File: src/rtl/de0_cv_qsys_pio_in_capture.sv
// Avalon-MM input PIO with synchroniser, per-bit edge capture and masked level interrupt.
// Build option: define PIO_IN_CAPTURE_BITCLR_EN for write-1-to-clear EDGECAP (otherwise any write clears all).
module de0_cv_qsys_pio_in_capture #(
  parameter int WIDTH       = 9,
  parameter int SYNC_STAGES = 2,
  parameter int EDGE_TYPE   = 0
) (
  input  logic             clk,
  input  logic             reset,
  input  logic [1:0]       address,
  input  logic             chipselect,
  input  logic             write_n,
  input  logic [31:0]      writedata,
  output logic [31:0]      readdata,
  input  logic [WIDTH-1:0] in_port,
  output logic             irq
);

  localparam int SETTLE = SYNC_STAGES + 1;
  localparam int CNT_W  = $clog2(SETTLE + 1);
  localparam logic [CNT_W-1:0] SETTLE_CNT = CNT_W'(SETTLE);

  logic [WIDTH-1:0] sync_p0 [SYNC_STAGES];
  logic [WIDTH-1:0] prev_p1;
  logic [WIDTH-1:0] sync_cur;
  logic [WIDTH-1:0] det;
  logic [WIDTH-1:0] clr;
  logic [WIDTH-1:0] edgecap;
  logic [WIDTH-1:0] edgecap_next;
  logic [WIDTH-1:0] irqmask;
  logic [WIDTH-1:0] irqmask_next;
  logic [31:0]      rd_sel;
  logic [CNT_W-1:0] settle_cnt;
  logic             settled;
  logic             wr_mask;
  logic             wr_cap;
  logic             unused_wdata;

  function automatic logic [WIDTH-1:0] edge_detect(input logic [WIDTH-1:0] cur,
                                                   input logic [WIDTH-1:0] prv);
    case (EDGE_TYPE)
      0:       return cur & ~prv;
      1:       return ~cur & prv;
      default: return cur ^ prv;
    endcase
  endfunction

  function automatic logic [31:0] zext(input logic [WIDTH-1:0] v);
    logic [31:0] r;
    r = '0;
    r[WIDTH-1:0] = v;
    return r;
  endfunction

  assign unused_wdata = ^writedata;

  always_comb begin
    sync_cur = sync_p0[SYNC_STAGES-1];
    settled  = (settle_cnt == SETTLE_CNT);
    // Flops loading out of reset look like edges until the whole chain has filled.
    det      = edge_detect(sync_cur, prev_p1) & {WIDTH{settled}};
    wr_mask  = chipselect & ~write_n & (address == 2'd2);
    wr_cap   = chipselect & ~write_n & (address == 2'd3);
`ifdef PIO_IN_CAPTURE_BITCLR_EN
    clr = wr_cap ? writedata[WIDTH-1:0] : '0;
`else
    clr = {WIDTH{wr_cap}};
`endif
    // A fresh edge beats a clear landing on the same bit in the same cycle.
    edgecap_next = (edgecap & ~clr) | det;
    irqmask_next = wr_mask ? writedata[WIDTH-1:0] : irqmask;
    case (address)
      2'd0:    rd_sel = zext(sync_cur);
      2'd2:    rd_sel = zext(irqmask);
      2'd3:    rd_sel = zext(edgecap);
      default: rd_sel = '0;
    endcase
  end

  always_ff @(posedge clk) begin
    if (reset) begin
      for (int i = 0; i < SYNC_STAGES; i++) sync_p0[i] <= '0;
      prev_p1    <= '0;
      settle_cnt <= '0;
      edgecap    <= '0;
      irqmask    <= '0;
      readdata   <= '0;
      irq        <= 1'b0;
    end else begin
      sync_p0[0] <= in_port;
      for (int i = 1; i < SYNC_STAGES; i++) sync_p0[i] <= sync_p0[i-1];
      prev_p1 <= sync_cur;
      if (!settled) settle_cnt <= settle_cnt + CNT_W'(1);
      edgecap <= edgecap_next;
      irqmask <= irqmask_next;
      irq     <= |(edgecap_next & irqmask_next);
      if (chipselect && write_n) readdata <= rd_sel;
    end
  end

endmodule
File: config.mk
export PLATFORM = sky130hd
export DESIGN_NAME = de0_cv_qsys_pio_in_capture
export DESIGN_NICKNAME = d
export VERILOG_FILES = /design/src/rtl/de0_cv_qsys_pio_in_capture.sv
export SDC_FILE = /design/constraint.sdc
export NUM_CORES = 1
export LEC_CHECK = 0
export ABC_CLOCK_PERIOD_IN_PS = 3950
export BUFFER_PORTS_ARGS = -buffer_cell sky130_fd_sc_hd__clkbuf_2
export CORE_MARGIN = 2
export CORE_UTILIZATION = 49
export DETAILED_ROUTE_END_ITERATION = 12
export GPL_TIMING_DRIVEN = 0
export MAX_ROUTING_LAYER = met4
export PLACE_DENSITY = 0.89
export SYNTH_ARGS = -nofsm -noshare
export SYNTH_HDL_FRONTEND = slang
export SYNTH_SLANG_ARGS = --single-unit
File: constraint.sdc
create_clock -name clk -period 3.95 [get_ports clk]
set_clock_uncertainty 0.05 [all_clocks]
set_input_delay 0.5925 -clock clk [delete_from_list [all_inputs] [get_ports clk]]
set_output_delay 0.5925 -clock clk [all_outputs]
set_load 0.005 [all_outputs]
==> metrics, run 1 <==
GRT Total Usage a little under a fifth; Hold Slack 0.382 ns; Static Leak 1.23 nW; drt first-iter violations 71; Remaining DRCs 0; clock-pin slew on the worst setup and hold paths 0.07 ns; NumNets Final 340; Synth top area share 50.5%; largest net degree at the start of global routing 11; commonest register cell after synthesis dfxtp_1; Hold Violations, Final 0; Post-CTS Hold Buffers 0; Reg2Reg Depth 6; DP Cell Count 332; met3 WL 295 um; cts bufs inserted 9; ranking of synthesized cells by area dfxtp_1 50%, nor2b_1 11%, buf_4 7.6%, mux2i_1 5.3%, nor2_1 4.0%; FF+latch area 0.00114 sq mm; Seq/Total Area, Yosys around 50%; layout cells sized above 1 26.0%; filler instances about 400; fin crit share 46.2%; die height 71.9 um; die area 0.00517 sq mm; Final Max Slew Viols 0; status completed; fmax roughly 550 MHz; # setup viols final 0; via count 1,615; RSZ-0062 raised after global routing false; max-capacitance violation count 0; core area 0.00441 sq mm; Synth Instances between 200 and 250; initial antenna violation count 0; crit start category input pin; H-tree levels 3; first-pass GRT wire length 6750 um; number of I/O port buffers 32; clk sinks 57; drt wl/cell between 10 and 15 um; Critical Path Sink Type flip-flop; Metal-1 WL 1800 um; gr ovfl total 0; cts repair resizes 0; CP Class input pin to flip-flop; root buffer cell clkbuf_8; Data arrival, critical path roughly 2 ns; Max Buffers Root-to-Sink 2; flop2flop setup slack about 2.3 ns; Seq cells post-synth 57; Worst Setup SP write_n; R2R Path Start settle_cnt[0]$_SDFFE_PP0P_; Initial Utilization 51.2%; setup bufs post-CTS 0; vias in the first global route 1,529; peak supply drop 0.247 mV; Post-synth ARST share 0%; crit path max fanout 9; worst r2r dst irq$_SDFF_PP0_; die width 71.9 um; antenna cells 0; CTS tree yes; CP endpoint irq$_SDFF_PP0_; synth warn 0; Req. time, crit path approximately 4.1 ns; RD Place Congestion 0.845; synth-to-layout area growth 21.3%; top cell type by total area after synthesis dfxtp_1; Power, Total 1.20 mW; Post-synth EDFFs 0; setup TNS 0 ns; Tmin final 1.83 ns; final cell count without fillers 348; IO Count 80; worst skew pair latency 0.34 ns; met2 WL 1940 um; synth unique cells 28; Syn Area/Cell approximately 10 sq um; DR pass1 iterations 4; vias per cell 4.64; num rows 24; HP Class flip-flop to flip-flop; most frequent cell after synthesis dfxtp_1; area of the multi-input gates a little under 0.001 sq mm; DRT antenna net count 0; post-synth design cell area 0.00226 sq mm; Power Density 437 mW/mm^2; top sig layer met4; Detailed Place HPWL about 3000 um; Post-synth top cells 57 x dfxtp_1, 41 x nor2b_1, 24 x nor2_1; Routed WL approximately 4200 um
worst max-delay path, stage by stage:
cell      delay, ns
clkbuf_2       0.09
and4bb_1       0.28
buf_6          0.16
mux2_4         0.31
a222oi_1       0.38
a41oi_1        0.16
cell type report:
| type | instances | share of cell area [%] |
|---|---|---|
| flip-flops and latches | 57 | 41.6 |
| multi-input cells | 154 | 35.3 |
| plain buffers | 36 | 8.44 |
| repair buffers | 32 | 5.84 |
| clock buffers | 13 | 5.79 |
| well taps | 52 | 2.37 |
| clock inverters | 3 | 0.547 |
| inverters | 1 | 0.137 |
through the flow:
stage / setup slack (ns) / area (sq um) / utilization [%]
global placement: 1.78 / 2570 / 58.2
floorplan: 2.03 / 2340 / -
global route: 2.01 / 2740 / 62.1
finish: 2.12 / 2740 / 62.1
detailed placement: 1.81 / 2570 / 58.2
CTS: 2.15 / 2740 / 62.1
layout by cell type (no fill, tap or decap), types with 2 or more instances in the layout:
cell	n
nand2_1	8
clkinv_2	3
a211oi_1	9
clkbuf_1	12
mux2_2	4
clkbuf_2	32
clkbuf_8	11
conb_1	23
buf_4	23
a22oi_1	2
dfxtp_1	57
buf_2	2
o2bb2ai_1	7
and2_1	2
nor2_1	24
ha_1	2
mux2_1	2
nor2b_1	41
a21oi_1	9
mux2i_1	12
how the worst min path moves through the flow:
stage,start,to,slack [ns],cells past startpoint
floorplan,sync_p0[0][1]$_SDFF_PP0_,sync_p0[0][10]$_SDFF_PP0_,0.36,1
global placement,sync_p0[0][8]$_SDFF_PP0_,sync_p0[0][17]$_SDFF_PP0_,0.37,1
detailed placement,sync_p0[0][3]$_SDFF_PP0_,sync_p0[0][12]$_SDFF_PP0_,0.37,1
CTS,sync_p0[0][3]$_SDFF_PP0_,sync_p0[0][12]$_SDFF_PP0_,0.38,1
global route,sync_p0[0][1]$_SDFF_PP0_,sync_p0[0][10]$_SDFF_PP0_,0.40,1
finish,sync_p0[0][7]$_SDFF_PP0_,sync_p0[0][16]$_SDFF_PP0_,0.38,1
layer usage:
layer	vias to the layer above	track usage, %
met1	710	20.2
met3	12	5.28
met4	0	13.2
li1	839	-
met5	-	-
met2	54	28.4
cells by family after synthesis:
kind of cell | after synthesis | synth area share [%]
simple gates | 77 | 18.2
flops | 57 | 50.5
buf+inv | 37 | 10.4
compound gates | 32 | 10.3
mux | 19 | 8.96
fa+ha+maj | 2 | 1.11
other cells | 1 | 0.166
xor+xnor | 1 | 0.387
flip-flops by register name, summed over array words and instances, names as in the netlist:
name,count
edgecap,9
irq,1
irqmask,9
prev_p1,9
readdata,9
settle_cnt,2
sync_p0,18
power by group:
| part | switching (mW) | leakage [nW] | internal (mW) |
|---|---|---|---|
| clock | 0.216 | 0.0932 | 0.259 |
| sequential | 0.0137 | 0.466 | 0.600 |
| combinational | 0.0532 | 0.668 | 0.0565 |
(Power assumes the default switching activity.)
==> inputs of run 2 (changes only) <==
--- a/config.mk
+++ b/config.mk
@@ -5,14 +5,14 @@
 export SDC_FILE = /design/constraint.sdc
 export NUM_CORES = 1
 export LEC_CHECK = 0
-export ABC_CLOCK_PERIOD_IN_PS = 3950
+export ABC_CLOCK_PERIOD_IN_PS = 1600
 export BUFFER_PORTS_ARGS = -buffer_cell sky130_fd_sc_hd__clkbuf_2
 export CORE_MARGIN = 2
-export CORE_UTILIZATION = 49
+export CORE_UTILIZATION = 44
 export DETAILED_ROUTE_END_ITERATION = 12
 export GPL_TIMING_DRIVEN = 0
 export MAX_ROUTING_LAYER = met4
-export PLACE_DENSITY = 0.89
+export PLACE_DENSITY = 0.85
 export SYNTH_ARGS = -nofsm -noshare
 export SYNTH_HDL_FRONTEND = slang
 export SYNTH_SLANG_ARGS = --single-unit
==> constraint.sdc (replaced) <==
create_clock -name clk -period 1.6 [get_ports clk]
set_clock_uncertainty 0.05 [all_clocks]
set_input_delay 0.24 -clock clk [delete_from_list [all_inputs] [get_ports clk]]
set_output_delay 0.24 -clock clk [all_outputs]
set_load 0.005 [all_outputs]
==> run 2 against run 1 <==
Effect of this change: worst setup slack got worse by 2.1 ns; total power increased to 2.6 times the previous value; sequential power increased by 150%; combinational power increased to 2.5 times the previous value; register-to-register slack got worse by 2.3 ns; wire length increased by 2.0%; critical endpoint unchanged.
==> metrics, run 2 (synthesis gave the netlist of run 1 again) <==
synth-to-layout area growth 23.4%; IO Count 80; CP Cell Sequence ha_2 -> nand2_1 -> o2bb2ai_1 -> a222oi_1 -> a41oi_1; Routed WL 4230 um; via count 1,625; fmax 633 MHz; Data arrival, critical path 1.71 ns; commonest non-fill, non-tap cell in the layout dfxtp_1; Critical Path Sink Type flip-flop; Detailed Place HPWL ~3000 um; CP Class flip-flop to flip-flop; peak supply drop around 0.6 mV; Remaining DRCs 0; DRT antenna net count 0; # setup viols final 0; Int Power 2.39 mW; clock-pin slew on the worst setup and hold paths ~0.06 ns; root buffer cell clkbuf_8; Initial Utilization between 40% and 50%; crit start category flip-flop; Post-Route Utilization 55.3%; filler instances about 440; Req. time, crit path 1.73 ns; cts bufs inserted 9; final cell count without fillers 364; H-tree levels 3; antenna cells 0; first-pass GRT wire length 6900 um; WP buf/inv 0; switching power 0.693 mW; DR pass1 iterations 4; commonest non-fill, non-tap cells in the layout 57 x dfxtp_1, 41 x nor2b_1, 32 x clkbuf_2; status completed; RD Place Congestion about 0.9; HP Class input pin to flip-flop; GRT Total Usage 17.7%; Comb pwr share 8.9%; worst skew pair latency 0.34 ns; Power, Total 3.08 mW; clk sinks 57; drt first-iter violations 107; vias per cell around 4.5; Static Leak 1.23 nW; setup bufs post-CTS 0; die width between 70 and 80 um; layout cells sized above 1 roughly 27%; Tmin final between 1.5 and 2 ns; NumNets Final 339; Final Max Slew Viols 0; core area 0.00504 sq mm; setup TNS 0 ns; Power Density 1100 mW/mm^2; drt wl/cell 11.6 um; switch share 22.5%; gr ovfl total 0; Seq pwr share 49.2%; initial antenna violation count 0; fin crit share 98.8%; area of the multi-input gates 970 sq um; Post-CTS Hold Buffers 0; FF+latch area 0.00114 sq mm; crit path max-delay cell type a222oi_1; num rows 26; crit path max fanout 8; Clock power frac 41.9%; Hold Violations, Final 0; family with the most delay on the worst path compound AO/OA/AOI/OAI gates; DP Cell Count 350; Max Buffers Root-to-Sink 2; max-capacitance violation count 0; die area 0.00573 sq mm; cts repair resizes 1; RSZ-0062 raised after global routing false; vias in the first global route about 1,500; largest net degree at the start of global routing 11; number of I/O port buffers 32; CTS tree yes; die height 75.7 um; Largest stage delay, worst path 0.39 ns; largest reg by FF count sync_p0; max reg flops 18
-- run 2: cell count changes in the layout (fill, tap and decap cells not counted), sizes merged --
cell and change:
clkinv -3, clkinvlp +1
-- run 2: final timing paths --
path                               from                         to  slack (ns)  depth (start not counted)
max reg2reg  settle_cnt[0]$_SDFFE_PP0P_             irq$_SDFF_PP0_        0.02                          5
max          settle_cnt[0]$_SDFFE_PP0P_             irq$_SDFF_PP0_        0.02                          5
min reg2reg    sync_p0[0][3]$_SDFF_PP0_  sync_p0[0][12]$_SDFF_PP0_        0.38                          1
min                          in_port[2]   sync_p0[0][2]$_SDFF_PP0_        0.06                          2
-- run 2: cell type report --
type	instances	share of cell area (%)
flip-flops and latches	57	40.9
multi-input cells	154	34.8
plain buffers	35	8.16
clock buffers	14	6.91
repair buffers	32	5.74
well taps	70	3.14
clock inverters	1	0.269
inverters	1	0.135
-- run 2: worst reg2reg max path, stage by stage (launching register included) --
cell,delay (ns)
dfxtp_1,0.34
ha_2,0.26
nand2_1,0.10
o2bb2ai_1,0.08
a222oi_1,0.39
a41oi_1,0.20
-- run 2: layer usage --
layer  share of wire [%]  up-vias  track usage, %  wire [um]
met5                   0        -               -          0
met4                 2.8        0            7.99        119
met3                 7.0       11            10.1        295
met2                  47       55            25.5       2000
met1                  43      726            20.0       1820
li1                    -      833               -          -
-- run 2: stage by stage --
stage / hold WS (ns) / setup WS, ns / cell area, sq um
global placement: 0.366 / -0.236 / 2590
finish: 0.0609 / 0.0192 / 2790
global route: 0.0407 / 0.0000812 / 2790
floorplan: 0.318 / 0.0310 / 2340
detailed placement: 0.370 / -0.239 / 2590
CTS: 0.0470 / 0.0714 / 2790
-- run 2: power groups by stage --
stage | combinational (mW) | sequential (mW) | clock, mW
floorplan | 0.196 | 1.54 | 0
global placement | 0.266 | 1.54 | 0
detailed placement | 0.274 | 1.54 | 0
CTS | 0.277 | 1.51 | 1.32
global route | 0.316 | 1.52 | 1.39
finish | 0.275 | 1.51 | 1.29
==> inputs of run 3 (changes only) <==
--- a/config.mk
+++ b/config.mk
@@ -10,7 +10,7 @@
 export CORE_MARGIN = 2
 export CORE_UTILIZATION = 44
 export DETAILED_ROUTE_END_ITERATION = 12
-export GPL_TIMING_DRIVEN = 0
+export GPL_TIMING_DRIVEN = 1
 export MAX_ROUTING_LAYER = met4
 export PLACE_DENSITY = 0.85
 export SYNTH_ARGS = -nofsm -noshare
==> run 3 against run 2 <==
Effect of this change: fmax rose by 5.4%; utilization down 3.1 points; total power shrank 7.3%; first-iteration DRC count shrank 45%; via count is 7.2% lower; die area unchanged; sequential cell count unchanged; largest power group unchanged; non-clock buffer count is 22 lower.
==> metrics, run 3 (synthesis gave the netlist of run 1 again) <==
synth-to-layout area growth 16.5%; Largest stage delay, worst path 0.42 ns; RD Place Congestion 0.824; first-pass GRT wire length between 6000 and 7000 um; H-tree levels 3; vias in the first global route between 1,000 and 1,500; fmax 667 MHz; setup ws final 0.100 ns; worst skew pair latency 0.33 ns; Final Max Slew Viols 0; drt wl/cell 11.6 um; Power Density 1080 mW/mm^2; drt first-iter violations between 50 and 60; Critical Path Sink Type flip-flop; Static Leak ~1.1 nW; CTS tree yes; Max Buffers Root-to-Sink 2; pre-CTS setup slack -0.240 ns; initial antenna violation count 0; DP Cell Count 327; DRT antenna net count 0; DR pass1 iterations 4; Hold Violations, Final 0; Detailed Place HPWL 2790 um; Tmin final 1.50 ns; via count ~1,500; NumNets Final 317; number of I/O port buffers 33; status completed; Remaining DRCs 0; antenna cells 0; cts repair resizes 0; # setup viols final 0; Routed WL 3980 um; layout cells sized above 1 24.3%; CP Class input pin to flip-flop; clock-pin slew on the worst setup and hold paths about 0.06 ns; largest reg by FF count sync_p0; clk sinks 57; crit path max-delay cell type and4bb_1; die width 75.7 um; fin crit share 93.8%; Req. time, crit path 1.75 ns; Post-CTS Hold Buffers 0; largest net degree at the start of global routing a little under 60; setup TNS 0 ns; Data arrival, critical path 1.65 ns; GRT Total Usage 15.5%; commonest non-fill, non-tap cells in the layout 57 x dfxtp_1, 41 x nor2b_1, 33 x clkbuf_2; core area ~0.005 sq mm; die height 75.7 um; root buffer cell clkbuf_8; cts bufs inserted 9; peak supply drop slightly above 0.5 mV; CP Cell Sequence clkbuf_2 -> and4bb_1 -> mux2_2 -> a222oi_1 -> a41oi_1; final cell count without fillers 342; RSZ-0062 raised after global routing false; commonest non-fill, non-tap cell in the layout dfxtp_1; crit start category input pin; Initial Utilization 44.8%; max reg flops 18; setup bufs post-CTS 0; vias per cell roughly 4.4; num rows 26; IO Count 80; gr ovfl total 0; max-capacitance violation count 0; crit path max fanout 5; HP Class input pin to flip-flop; die area around 0.0057 sq mm; Power, Total 2.86 mW
run 3: cell count changes in the layout (fill, tap and decap cells not counted):
cell,change
buf_12,+1
buf_2,-2
buf_4,-12
buf_6,-1
clkbuf_1,-8
clkbuf_2,+1
clkbuf_8,-4
clkinv_2,+4
clkinvlp_4,-1
ha_1,-1
ha_2,+1
run 3: area by class of cell:
cell class                 count  area, sq um
multi-input combinational    154          972
timing repair buffer          45          268
inverter                       1         3.75
clock inverter                 4         20.0
sequential                    57         1140
clock buffer                  11          141
tap                           70         87.6
fill                         456         2410
run 3: path summary, 6_finish.rpt:
path	startpoint	to	slack (ns)	depth (start not counted)
max	write_n	irq$_SDFF_PP0_	0.1	5
min	in_port[4]	sync_p0[0][4]$_SDFF_PP0_	0.06	2
max reg2reg	settle_cnt[0]$_SDFFE_PP0P_	irq$_SDFF_PP0_	0.14	5
min reg2reg	sync_p0[0][8]$_SDFF_PP0_	sync_p0[0][17]$_SDFF_PP0_	0.38	1
run 3: routing by layer:
| metal | global-route usage, % | up-vias | share of wire (%) | wire [um] |
|---|---|---|---|---|
| li1 | - | 794 | - | - |
| met1 | 18.3 | 662 | 45 | 1790 |
| met2 | 21.8 | 44 | 48 | 1900 |
| met3 | 7.54 | 8 | 5.6 | 222 |
| met4 | 7.99 | 0 | 1.9 | 76 |
| met5 | - | - | 0 | 0 |
run 3: metrics by stage:
step           util, %  cell area, sq um  hold WS, ns
2_1_floorplan        -              2340        0.318
3_3_place_gp      48.9              2470        0.370
3_5_place_dp      48.9              2470        0.370
4_1_cts           52.1              2630       0.0440
5_1_grt           52.2              2630       0.0563
6_report          52.2              2630       0.0597
run 3: power breakdown:
part | internal (mW) | switching [mW] | total (mW)
Clock | 0.583 | 0.511 | 1.09
Combinational | 0.119 | 0.125 | 0.245
Sequential | 1.48 | 0.0357 | 1.52
Total | 2.18 | 0.672 | 2.86
run 3: critical path, delay by kind of cell:
kind,cells,cell delay (ns)
multiplexers,1,0.38
buffers and inverters,1,0.09
AND/OR/NAND/NOR,1,0.42
AO/OA/AOI/OAI,2,0.52
